File: src/rtl/check_log_fifo.sv
// check_log_fifo: small synchronous FIFO that drops pushes when full.
// A push and a pop in the same cycle are both accepted, even when full.
// Ports:
//   clock, reset_n   - rising-edge clock, asynchronous active-low reset
//   clear            - synchronous flush of contents and overflow flag
//   push, push_data  - write request and data
//   pop              - read request (ignored when empty)
//   valid, pop_data  - head entry present / head entry
//   full             - no free slot
//   overflow         - sticky: a push was dropped
module check_log_fifo #(
    parameter int unsigned WIDTH = 8,
    parameter int unsigned DEPTH = 4
) (
    input  logic             clock,
    input  logic             reset_n,
    input  logic             clear,
    input  logic             push,
    input  logic [WIDTH-1:0] push_data,
    input  logic             pop,
    output logic             valid,
    output logic [WIDTH-1:0] pop_data,
    output logic             full,
    output logic             overflow
);

    localparam int unsigned PTR_W = (DEPTH > 1) ? $clog2(DEPTH) : 1;
    localparam int unsigned CW    = $clog2(DEPTH + 1);

    logic [WIDTH-1:0] mem [DEPTH];
    logic [PTR_W-1:0] wr_ptr;
    logic [PTR_W-1:0] rd_ptr;
    logic [CW-1:0]    count;
    logic             do_push;
    logic             do_pop;

    assign valid    = (count != '0);
    assign full     = (count == CW'(DEPTH));
    assign pop_data = mem[rd_ptr];
    assign do_pop   = pop && valid;
    assign do_push  = push && (!full || do_pop);

    function automatic logic [PTR_W-1:0] ptr_next(input logic [PTR_W-1:0] ptr);
        return (ptr == PTR_W'(DEPTH - 1)) ? '0 : ptr + 1'b1;
    endfunction

    always_ff @(posedge clock or negedge reset_n) begin
        if (!reset_n) begin
            wr_ptr   <= '0;
            rd_ptr   <= '0;
            count    <= '0;
            overflow <= 1'b0;
        end else if (clear) begin
            wr_ptr   <= '0;
            rd_ptr   <= '0;
            count    <= '0;
            overflow <= 1'b0;
        end else begin
            if (do_push) wr_ptr <= ptr_next(wr_ptr);
            if (do_pop)  rd_ptr <= ptr_next(rd_ptr);
            case ({do_push, do_pop})
                2'b10:   count <= count + 1'b1;
                2'b01:   count <= count - 1'b1;
                default: count <= count;
            endcase
            if (push && !do_push) overflow <= 1'b1;
        end
    end

    // Storage needs no reset; occupancy is tracked by count.
    always_ff @(posedge clock) begin
        if (do_push && !clear) mem[wr_ptr] <= push_data;
    end

endmodule

File: config.mk
export PLATFORM = sky130hd
export DESIGN_NAME = check_log_fifo
export DESIGN_NICKNAME = d
export VERILOG_FILES = /design/src/rtl/check_log_fifo.sv
export SDC_FILE = /design/constraint.sdc
export NUM_CORES = 1
export LEC_CHECK = 0
export ABC_AREA = 1
export CAP_MARGIN = 10
export CORE_MARGIN = 5
export CORE_UTILIZATION = 40
export DETAILED_ROUTE_END_ITERATION = 8
export GPL_TIMING_DRIVEN = 0
export HOLD_SLACK_MARGIN = 0.03
export PLACE_DENSITY = 0.72
export SYNTH_ARGS = -nofsm -noshare
export SYNTH_HDL_FRONTEND = slang
export SYNTH_SLANG_ARGS = --single-unit
File: constraint.sdc
create_clock -name clock -period 1.95 [get_ports clock]
set_input_delay 0.39 -clock clock [delete_from_list [all_inputs] [get_ports clock]]
set_output_delay 0.39 -clock clock [all_outputs]
set_load 0.01 [all_outputs]
==> results of run 1 <==
## worst min path at each step
stage                          from  slack (ns)                     to
5_1_grt                     reset_n        0.41  wr_ptr[1]$_DFFE_PN0P_
6_report                    reset_n        0.41   overflow$_DFFE_PN0P_
3_5_place_dp   overflow$_DFFE_PN0P_        0.48   overflow$_DFFE_PN0P_
4_1_cts                     reset_n        0.42   overflow$_DFFE_PN0P_
3_3_place_gp   overflow$_DFFE_PN0P_        0.48   overflow$_DFFE_PN0P_
2_1_floorplan               reset_n        0.09   count[0]$_DFFE_PN0P_
## cell families (layout without fill, tap and decap cells)
group                      Yosys count  count (layout)  share of synthesized area
and+or+nand+nor                     49              49                      0.138
buffers and inverters               18              57                     0.0410
AOI/OAI and AO/OA                   33              33                      0.105
adders and majority gates            6               6                     0.0475
DFF                                 40              40                      0.668
## worst reg2reg max path: stages, from the launching register on
cell and delay (ns):
dfrtp_1 0.41, buf_4 0.14, nand3_1 0.14, nand3_1 0.21, nor2_1 0.63
## flip-flops by register name (all words and copies together), names as in the netlist
| register | count |
|---|---|
| mem | 32 |
| count | 3 |
| rd_ptr | 2 |
| wr_ptr | 2 |
| overflow | 1 |
## cell type report
cell class	count	area, um2
Fill cell	396	2100
Sequential cell	40	1160
Multi-Input combinational cell	88	515
Timing Repair Buffer	31	277
Clock buffer	7	76.3
Tap cell	52	65.1
Inverter	15	63.8
Buffer	3	33.8
Clock inverter	1	3.75
## cell usage in the layout, fill, tap and decap left out, types with 3 or more instances in the layout
cell	count
buf_2	5
buf_4	8
clkbuf_8	5
clkdlybuf4s50_1	14
dfrtp_1	6
edfxtp_1	32
ha_1	5
inv_1	12
nand2_1	8
nand3_1	6
nor2_1	22
nor2_2	3
o21ai_0	15
o21ai_1	7
o22ai_1	9
## power breakdown
part           internal [mW]  switching, mW  total [mW]
Combinational          0.406          0.468       0.874
Sequential              1.00         0.0631        1.07
Clock                  0.249          0.265       0.514
## metrics by stage
step | TNS (ns) | cells | cell area (um2)
6_report | -1.26 | 237 | 2200
5_1_grt | -2.35 | 237 | 2200
4_1_cts | -2.07 | 229 | 2120
3_5_place_dp | -14.96 | 221 | 2030
3_3_place_gp | -14.57 | 221 | 2030
2_1_floorplan | 0 | 146 | 1740
## per-layer routing
layer	track usage	wire [um]
met5	0	0
met4	0.0267	25
met3	0.0486	233
met2	0.195	1660
met1	0.152	1580
## what timing repair did
| action | in CTS | in global routing |
|---|---|---|
| pin swaps | 1 | 0 |
| hold endpoints to repair | 0 | 0 |
| gates cloned | 0 | 1 |
| resized for setup | 33 | 14 |
| endpoints found under the setup margin | 40 | 34 |
| buffers inserted | 0 | 7 |
==> results.md, run 1 <==
- Status: finished, violations left
- Failing checks: setup timing
- Initial drt markers: 72
- # port buffers: 23
- DPL Wire Length: 2.23 mm
- Final count of negative-setup-slack endpoints: 16
- Initial Util: 0.405
- Vias in the first global route: 1,115
- Power, Total: 2.46 mW
- Mapped Avg Cell Area: 11.9 um2
- FF-to-FF setup slack: 0.04 ns
- Worst endpoint required time: 1.86 ns
- Initial antenna violation count: 0
- Worst path max stage delay: 0.63 ns
- Pwr/cell area: 1120 nW/um2
- Row count: 24
- IO Count: 24
- Max-slew violation total from the final report: 0
- Pleak: 0.874 nW
- Syn Inst Count: 146
- Area delta synth->final: 26.5%
- Crit path cell chain: clkdlybuf4s50_1 > inv_1 > nand3_1 > nand3_1 > nor2_1
- Yosys top cell area share: 0.553
- Crit. path cell count: 5
- Final period util: 1.05
- Cts hold-fix bufs: 0
- Utilization after layout: 0.512
- Top cells by area, synth: edfxtp_1 55%, dfrtp_1 12%, nor2_1 5.2%, o21ai_0 4.6%, ha_1 3.6%
- Worst VDD drop: 0.000453 V
- DRT antenna net count: 0
- Vias per inst: 4.95
- RSZ-0062 raised after global routing: true
- Register-to-Register Path Depth: 4
- Crit path arrival time: 1.97 ns
- Global-route wire length before repair: 5.44 mm
- RR Startpoint: count[2]$_DFFE_PN0P_
- First-pass DRT Iterations: 4
- Layout Nets: 203
- Largest net degree at the start of global routing: 12
- Crit path capture: mem[2][7]$_DFFE_PP_
- Reg-to-Reg End: mem[2][7]$_DFFE_PP_
- Synthesized flop and latch total: 40
- Crit. Startpoint: pop
- CTS Buf Count: 5
- Fin Hold WS: 0.410 ns
- Clock latency on the worst-skew pair: 0.28 ns
- Total Wirelength: 3.50 mm
- Crit path max-delay family: simple AND/OR/NAND/NOR gates
- Syn Nets: 165
- Async S/R FF share, synth: 0.200
- Hold Vio Cnt, Final: 0
- Crit Path Category: primary input to register
- Critical path endpoint category: register
- Max_cap viols: 0
- Die height: 75.9 um
- Fraction of layout cells with a size suffix above 1: 0.211
- Place WS: -0.457 ns
- Placer congestion estimate: 0.789
- Antenna cells: 0
- CORE AREA: 4290 um2
- Worst hold-check path type: primary input to async pin
- GRT overflow: 0
- Mean routed wirelength per cell: 14.8 um
- Die Area: 5760 um2
- Clock sinks: 40
- Top-count cell post-synth: edfxtp_1
- Clock Skew: 0.00567 ns
- Max Clock Freq: 0.487 GHz
- Root buf cell: clkbuf_8
- Post-synth EDFFs: 32
- CTS clk-pin slew, worst paths: 0.07 ns
- Buf+Inv Stages, Crit Path: 2
- # H-tree levels: 2
- Worst Tran Pin Value: 0.747 ns
- PnR worst setup slack: -0.103 ns
- Slew headroom: 0.500
- Width of the die: 75.9 um
- Critical path's slowest cell: nor2_1
- CTS tree: yes
- Seq/Total Area, Yosys: 0.668
- Synth top cells by count: 32 x edfxtp_1, 24 x nor2_1, 16 x o21ai_0
- Gr usage total: 0.121
- Worst path most repeated cell: nand3_1
- # DRC: 0
- Distinct cells, synth: 24
- Syn Std Cell Area: 1740 um2
- Dominant cell type by area after synthesis: edfxtp_1
- Most used DFF post-synth: edfxtp_1
- CP Launch Type: primary input
- Tmin final: 2.05 ns
- Ys Warns: 0
- Vias: 1,174
- Largest fanout on the critical path: 8
- Clk buf depth: 2
Note: power is estimated with default switching activity, not from simulation.
==> run 2: changes to the inputs <==
--- a/config.mk
+++ b/config.mk
@@ -9,10 +9,11 @@
 export CAP_MARGIN = 10
 export CORE_MARGIN = 5
 export CORE_UTILIZATION = 40
+export CTS_CLUSTER_DIAMETER = 120
 export DETAILED_ROUTE_END_ITERATION = 8
 export GPL_TIMING_DRIVEN = 0
 export HOLD_SLACK_MARGIN = 0.03
-export PLACE_DENSITY = 0.72
+export PLACE_DENSITY = 0.75
 export SYNTH_ARGS = -nofsm -noshare
 export SYNTH_HDL_FRONTEND = slang
 export SYNTH_SLANG_ARGS = --single-unit
==> constraint.sdc (replaced) <==
create_clock -name clock -period 1.7 [get_ports clock]
set_input_delay 0.34 -clock clock [delete_from_list [all_inputs] [get_ports clock]]
set_output_delay 0.34 -clock clock [all_outputs]
set_load 0.01 [all_outputs]
==> results.md, run 2 (same netlist as run 1, synthesis figures left out) <==
- Largest register by flop count: mem
- RSZ-0062 raised after global routing: true
- Gr usage total: 0.133
- Sequential Area: 1160 um2
- Final period util: 1.06
- Clock sinks: 40
- Worst VDD drop: 0.000550 V
- Initial antenna violation count: 0
- Placed cells: 221
- TNS Setup: -0.720 ns
- Multi-input gate area: 673 um2
- Commonest non-fill, non-tap cell in the layout: edfxtp_1
- DRT antenna net count: 0
- Regs by FF count: mem (32), count (3)
- Worst Tran Pin Value: 0.385 ns
- Worst hold-check path type: primary input to async pin
- Pwr/cell area: 1330 nW/um2
- CTS clk-pin slew, worst paths: 0.08 ns
- Slew headroom: 0.742
- Row count: 24
- Placer congestion estimate: 0.709
- Leading cell types in the layout, fill and taps excluded: 32 x edfxtp_1, 16 x buf_4, 15 x o21ai_1
- CP Launch Type: register
- Placed Area: 2040 um2
- Global-route wire length before repair: 6.00 mm
- Crit path arrival time: 1.46 ns
- Vias in the first global route: 1,234
- Largest register FFs: 32
- First-pass DRT Iterations: 4
- Clk buf depth: 2
- Largest net degree at the start of global routing: 13
- # port buffers: 23
- Fraction of layout cells with a size suffix above 1: 0.412
- Worst endpoint required time: 1.36 ns
- Max_cap viols: 0
- Area delta synth->final: 47.2%
- Pleak: 0.990 nW
- Mean routed wirelength per cell: 16.8 um
- PnR worst setup slack: -0.0965 ns
- FF-to-FF setup slack: -0.04 ns
- Total Wirelength: 4.22 mm
- Cell area after layout: 2560 um2
- Max-slew violation total from the final report: 0
- Finished Layout Cells: 251
- Layout Nets: 217
- Initial Util: 0.405
- Vias: 1,275
- IO Count: 24
- Hold Vio Cnt, Final: 0
- Antenna cells: 0
- Largest fanout on the critical path: 5
- Clock latency on the worst-skew pair: 0.29 ns
- Initial drt markers: 80
- Vias per inst: 5.08
- Failing checks: setup timing
- Die Area: 5760 um2
- Crit Path Category: register to output pin
- Status: finished, violations left
- Final count of negative-setup-slack endpoints: 34
- Max Clock Freq: 0.557 GHz
- DPL Wire Length: 2.15 mm
- Power, Total: 3.41 mW
- CORE AREA: 4290 um2
- CTS Buf Count: 5
- FILL cells: 332
- Root buf cell: clkbuf_8
- Tmin final: 1.80 ns
- Clock Skew: 0.0110 ns
- # H-tree levels: 2
- Die height: 75.9 um
- GRT overflow: 0
- Width of the die: 75.9 um
- Critical path endpoint category: output pin
- # DRC: 0
- CTS tree: yes
-- run 2: cell types whose count changed in the layout (fill, tap and decap cells not counted), moves of 3 or more --
| cell | before | now |
|---|---|---|
| buf_12 | 0 | 4 |
| o22ai_2 | 0 | 4 |
| buf_4 | 8 | 16 |
| o21ai_0 | 15 | 1 |
| o21ai_1 | 7 | 15 |
| buf_2 | 5 | 8 |
| nor2_4 | 1 | 13 |
| o21ai_2 | 0 | 5 |
| nor2_1 | 22 | 11 |
| o22ai_1 | 9 | 5 |
-- run 2: stage by stage --
step	worst slack, ns	hold WS (ns)	util
after global placement	-0.615	0.485	0.474
after global routing	-0.174	0.351	0.596
after CTS	-0.156	0.337	0.550
after detailed placement	-0.623	0.487	0.474
final	-0.0965	0.326	0.596
after floorplan	-0.0489	0.0444	-
-- run 2: final timing paths --
path                            cells past startpoint              endpoint             startpoint
min in group clock                                  1  overflow$_DFFE_PN0P_   overflow$_DFFE_PN0P_
worst min register to register                      1  overflow$_DFFE_PN0P_   overflow$_DFFE_PN0P_
worst max-delay path                                6           pop_data[3]  rd_ptr[0]$_DFFE_PN0P_
max in group asynchronous                           1  count[1]$_DFFE_PN0P_                reset_n
worst max register to register                     12  count[2]$_DFFE_PN0P_   count[1]$_DFFE_PN0P_
worst min-delay path                                1  count[2]$_DFFE_PN0P_                reset_n
-- run 2: critical path, cell delays in order (launching register included) --
cell and delay (ns):
dfrtp_1 0.39, buf_6 0.15, buf_6 0.13, buf_12 0.14
o21ai_4 0.12, o22ai_2 0.08, buf_2 0.14
-- run 2: final cells by class --
cell class                 count  share of cell area
inverter                      15              0.0259
buffer                         3              0.0181
clock buffer                   6              0.0284
tap                           52              0.0254
sequential                    40               0.455
clock inverter                 2              0.0137
timing repair buffer          45               0.170
multi-input combinational     88               0.263
-- run 2: metal layers --
metal / global-route usage / vias up / wire length, um
met5: 0 / - / 0
met4: 0.0552 / 0 / 106
met3: 0.0415 / 10 / 183
met2: 0.228 / 36 / 2370
met1: 0.152 / 609 / 1570
li1: - / 620 / -
-- run 2: repair_timing --
action,CTS,global route
gates cloned,2,0
endpoints found under the setup margin,44,43
gates resized for setup,81,34
pin swaps,13,13
hold buffers,0,0
setup buffers,12,8
-- run 2: power by group --
group	leakage [nW]	internal [mW]	switching, mW
Sequential	0.393	1.15	0.0779
Combinational	0.543	0.689	0.727
Clock	0.0552	0.436	0.326
==> run 3: changes to the inputs <==
--- a/config.mk
+++ b/config.mk
@@ -7,7 +7,6 @@
 export LEC_CHECK = 0
 export ABC_AREA = 1
 export CAP_MARGIN = 10
-export CORE_MARGIN = 5
 export CORE_UTILIZATION = 40
 export CTS_CLUSTER_DIAMETER = 120
 export DETAILED_ROUTE_END_ITERATION = 8
@@ -17,3 +16,4 @@
 export SYNTH_ARGS = -nofsm -noshare
 export SYNTH_HDL_FRONTEND = slang
 export SYNTH_SLANG_ARGS = --single-unit
+export TNS_END_PERCENT = 100
==> results.md, run 3 (same netlist as run 1, synthesis figures left out) <==
- Crit path arrival time: 1.98 ns
- CTS Buf Count: 5
- Tmin final: 1.75 ns
- Vias per inst: 5.07
- Max Clock Freq: 0.572 GHz
- RR Startpoint: count[1]$_DFFE_PN0P_
- Place WS: -0.672 ns
- # H-tree levels: 2
- Worst Tran Pin Value: 0.394 ns
- Busiest grt layer: met2
- Fraction of layout cells with a size suffix above 1: 0.403
- FF-to-FF setup slack: -0.05 ns
- Hold Vio Cnt, Final: 0
- Met2 usage: 0.309
- Total Wirelength: 3.94 mm
- Leading cell types in the layout, fill and taps excluded: 32 x edfxtp_1, 13 x buf_4, 12 x nor2_1, 12 x clkdlybuf4s50_1, 11 x o21ai_1
- First-pass DRT Iterations: 4
- Root buf cell: clkbuf_8
- PnR worst setup slack: -0.0479 ns
- Worst path max stage delay: 0.43 ns
- Met3 Use GR: 0.0517
- Final period util: 1.03
- Worst VDD drop: 0.000657 V
- Clk buf depth: 2
- IO Count: 24
- Utilization after layout: 0.606
- Worst hold-check path type: primary input to async pin
- CTS clk-pin slew, worst paths: 0.08 ns
- Die height: 67.9 um
- Commonest non-fill, non-tap cell in the layout: edfxtp_1
- Width of the die: 67.9 um
- Vias in the first global route: 1,222
- Worst endpoint required time: 1.93 ns
- Largest net degree at the start of global routing: 13
- Max_cap viols: 0
- Buf+Inv Stages, Crit Path: 3
- Crit Path Category: register to register
- RSZ-0062 raised after global routing: true
- Initial drt markers: 78
- CTS tree: yes
- TNS Setup: -0.270 ns
- Largest register FFs: 32
- Critical path's slowest cell: dfrtp_2
- Layout Nets: 214
- Crit path cell chain: nor2_4 > nand2_2 > nand3_4 > inv_2 > fa_2 > nand2_1 > inv_1 > nor2_2 > inv_1 > nand2_1 > nand3_2 > o21ai_2
- Clock sinks: 40
- Placed Area: 2030 um2
- FILL cells: 325
- Global-route wire length before repair: 5.72 mm
- Crit path max-delay family: simple AND/OR/NAND/NOR gates
- Largest register by flop count: mem
- Gr usage total: 0.181
- Reg-to-Reg End: count[2]$_DFFE_PN0P_
- Register-to-Register Path Depth: 12
- Failing checks: setup timing
- Placer congestion estimate: 0.791
- CORE AREA: 4090 um2
- Slew headroom: 0.736
- Clock Skew: 0.00681 ns
- Status: finished, violations left
- GRT overflow: 0
- Final count of negative-setup-slack endpoints: 17
- Regs by FF count: mem (32), count (3)
- GR met1 Demand/Resource: 0.205
- Critical path endpoint category: register
- Pwr/cell area: 1280 nW/um2
- # DRC: 0
- Placed cells: 219
- CP Launch Type: register
- Pleak: 0.955 nW
- Area delta synth->final: 42.4%
- Vias: 1,246
- Antenna cells: 0
- Initial Util: 0.425
- Largest fanout on the critical path: 3
- Initial antenna violation count: 0
- Finished Layout Cells: 246
- Row count: 23
- DRT antenna net count: 0
- Max-slew violation total from the final report: 0
- Cell area after layout: 2470 um2
- # port buffers: 23
- DPL Wire Length: 2.26 mm
- Die Area: 4610 um2
- Clock latency on the worst-skew pair: 0.29 ns
- Mean routed wirelength per cell: 16.0 um
[run 3: area by class of cell]
type	instances	area, um2	share of cell area
Multi-Input combinational cell	88	648	0.262
Clock buffer	7	76.3	0.0308
Clock inverter	1	5.00	0.00202
Timing Repair Buffer	42	410	0.166
Buffer	3	41.3	0.0167
Inverter	15	66.3	0.0268
Sequential cell	40	1160	0.471
Tap cell	50	62.6	0.0253
[run 3: worst max-delay path by stage]
stage | start | to | depth (start not counted)
3_3_place_gp | pop | mem[3][1]$_DFFE_PP_ | 5
6_report | count[1]$_DFFE_PN0P_ | count[2]$_DFFE_PN0P_ | 12
5_1_grt | count[1]$_DFFE_PN0P_ | count[2]$_DFFE_PN0P_ | 12
3_5_place_dp | pop | mem[3][4]$_DFFE_PP_ | 5
4_1_cts | pop | mem[0][2]$_DFFE_PP_ | 5
2_1_floorplan | count[0]$_DFFE_PN0P_ | count[2]$_DFFE_PN0P_ | 12
[run 3: per-stage QoR]
step	hold slack, ns	total power [mW]
6_report	0.329	3.17
5_1_grt	0.340	3.33
4_1_cts	0.335	2.92
3_5_place_dp	0.487	2.14
3_3_place_gp	0.477	2.09
2_1_floorplan	0.0444	1.74
[run 3: layer usage]
layer	up-vias	wire, um
met1	600	1590
met3	7	163
met2	29	2110
met4	0	72
li1	610	-
met5	-	0
[run 3: report_power, final]
part | leakage [nW] | internal [mW] | switching (mW) | total (mW)
sequential | 0.393 | 1.15 | 0.0654 | 1.22
clock | 0.0422 | 0.288 | 0.318 | 0.606
combinational | 0.521 | 0.655 | 0.692 | 1.35
total | 0.955 | 2.10 | 1.08 | 3.17
[run 3: timing repair]
item,CTS,global route
resized for setup,70,34
endpoints found under the setup margin,44,43
setup buffers,9,8
hold buffers,0,0
gates cloned,1,1
pin swaps,6,16
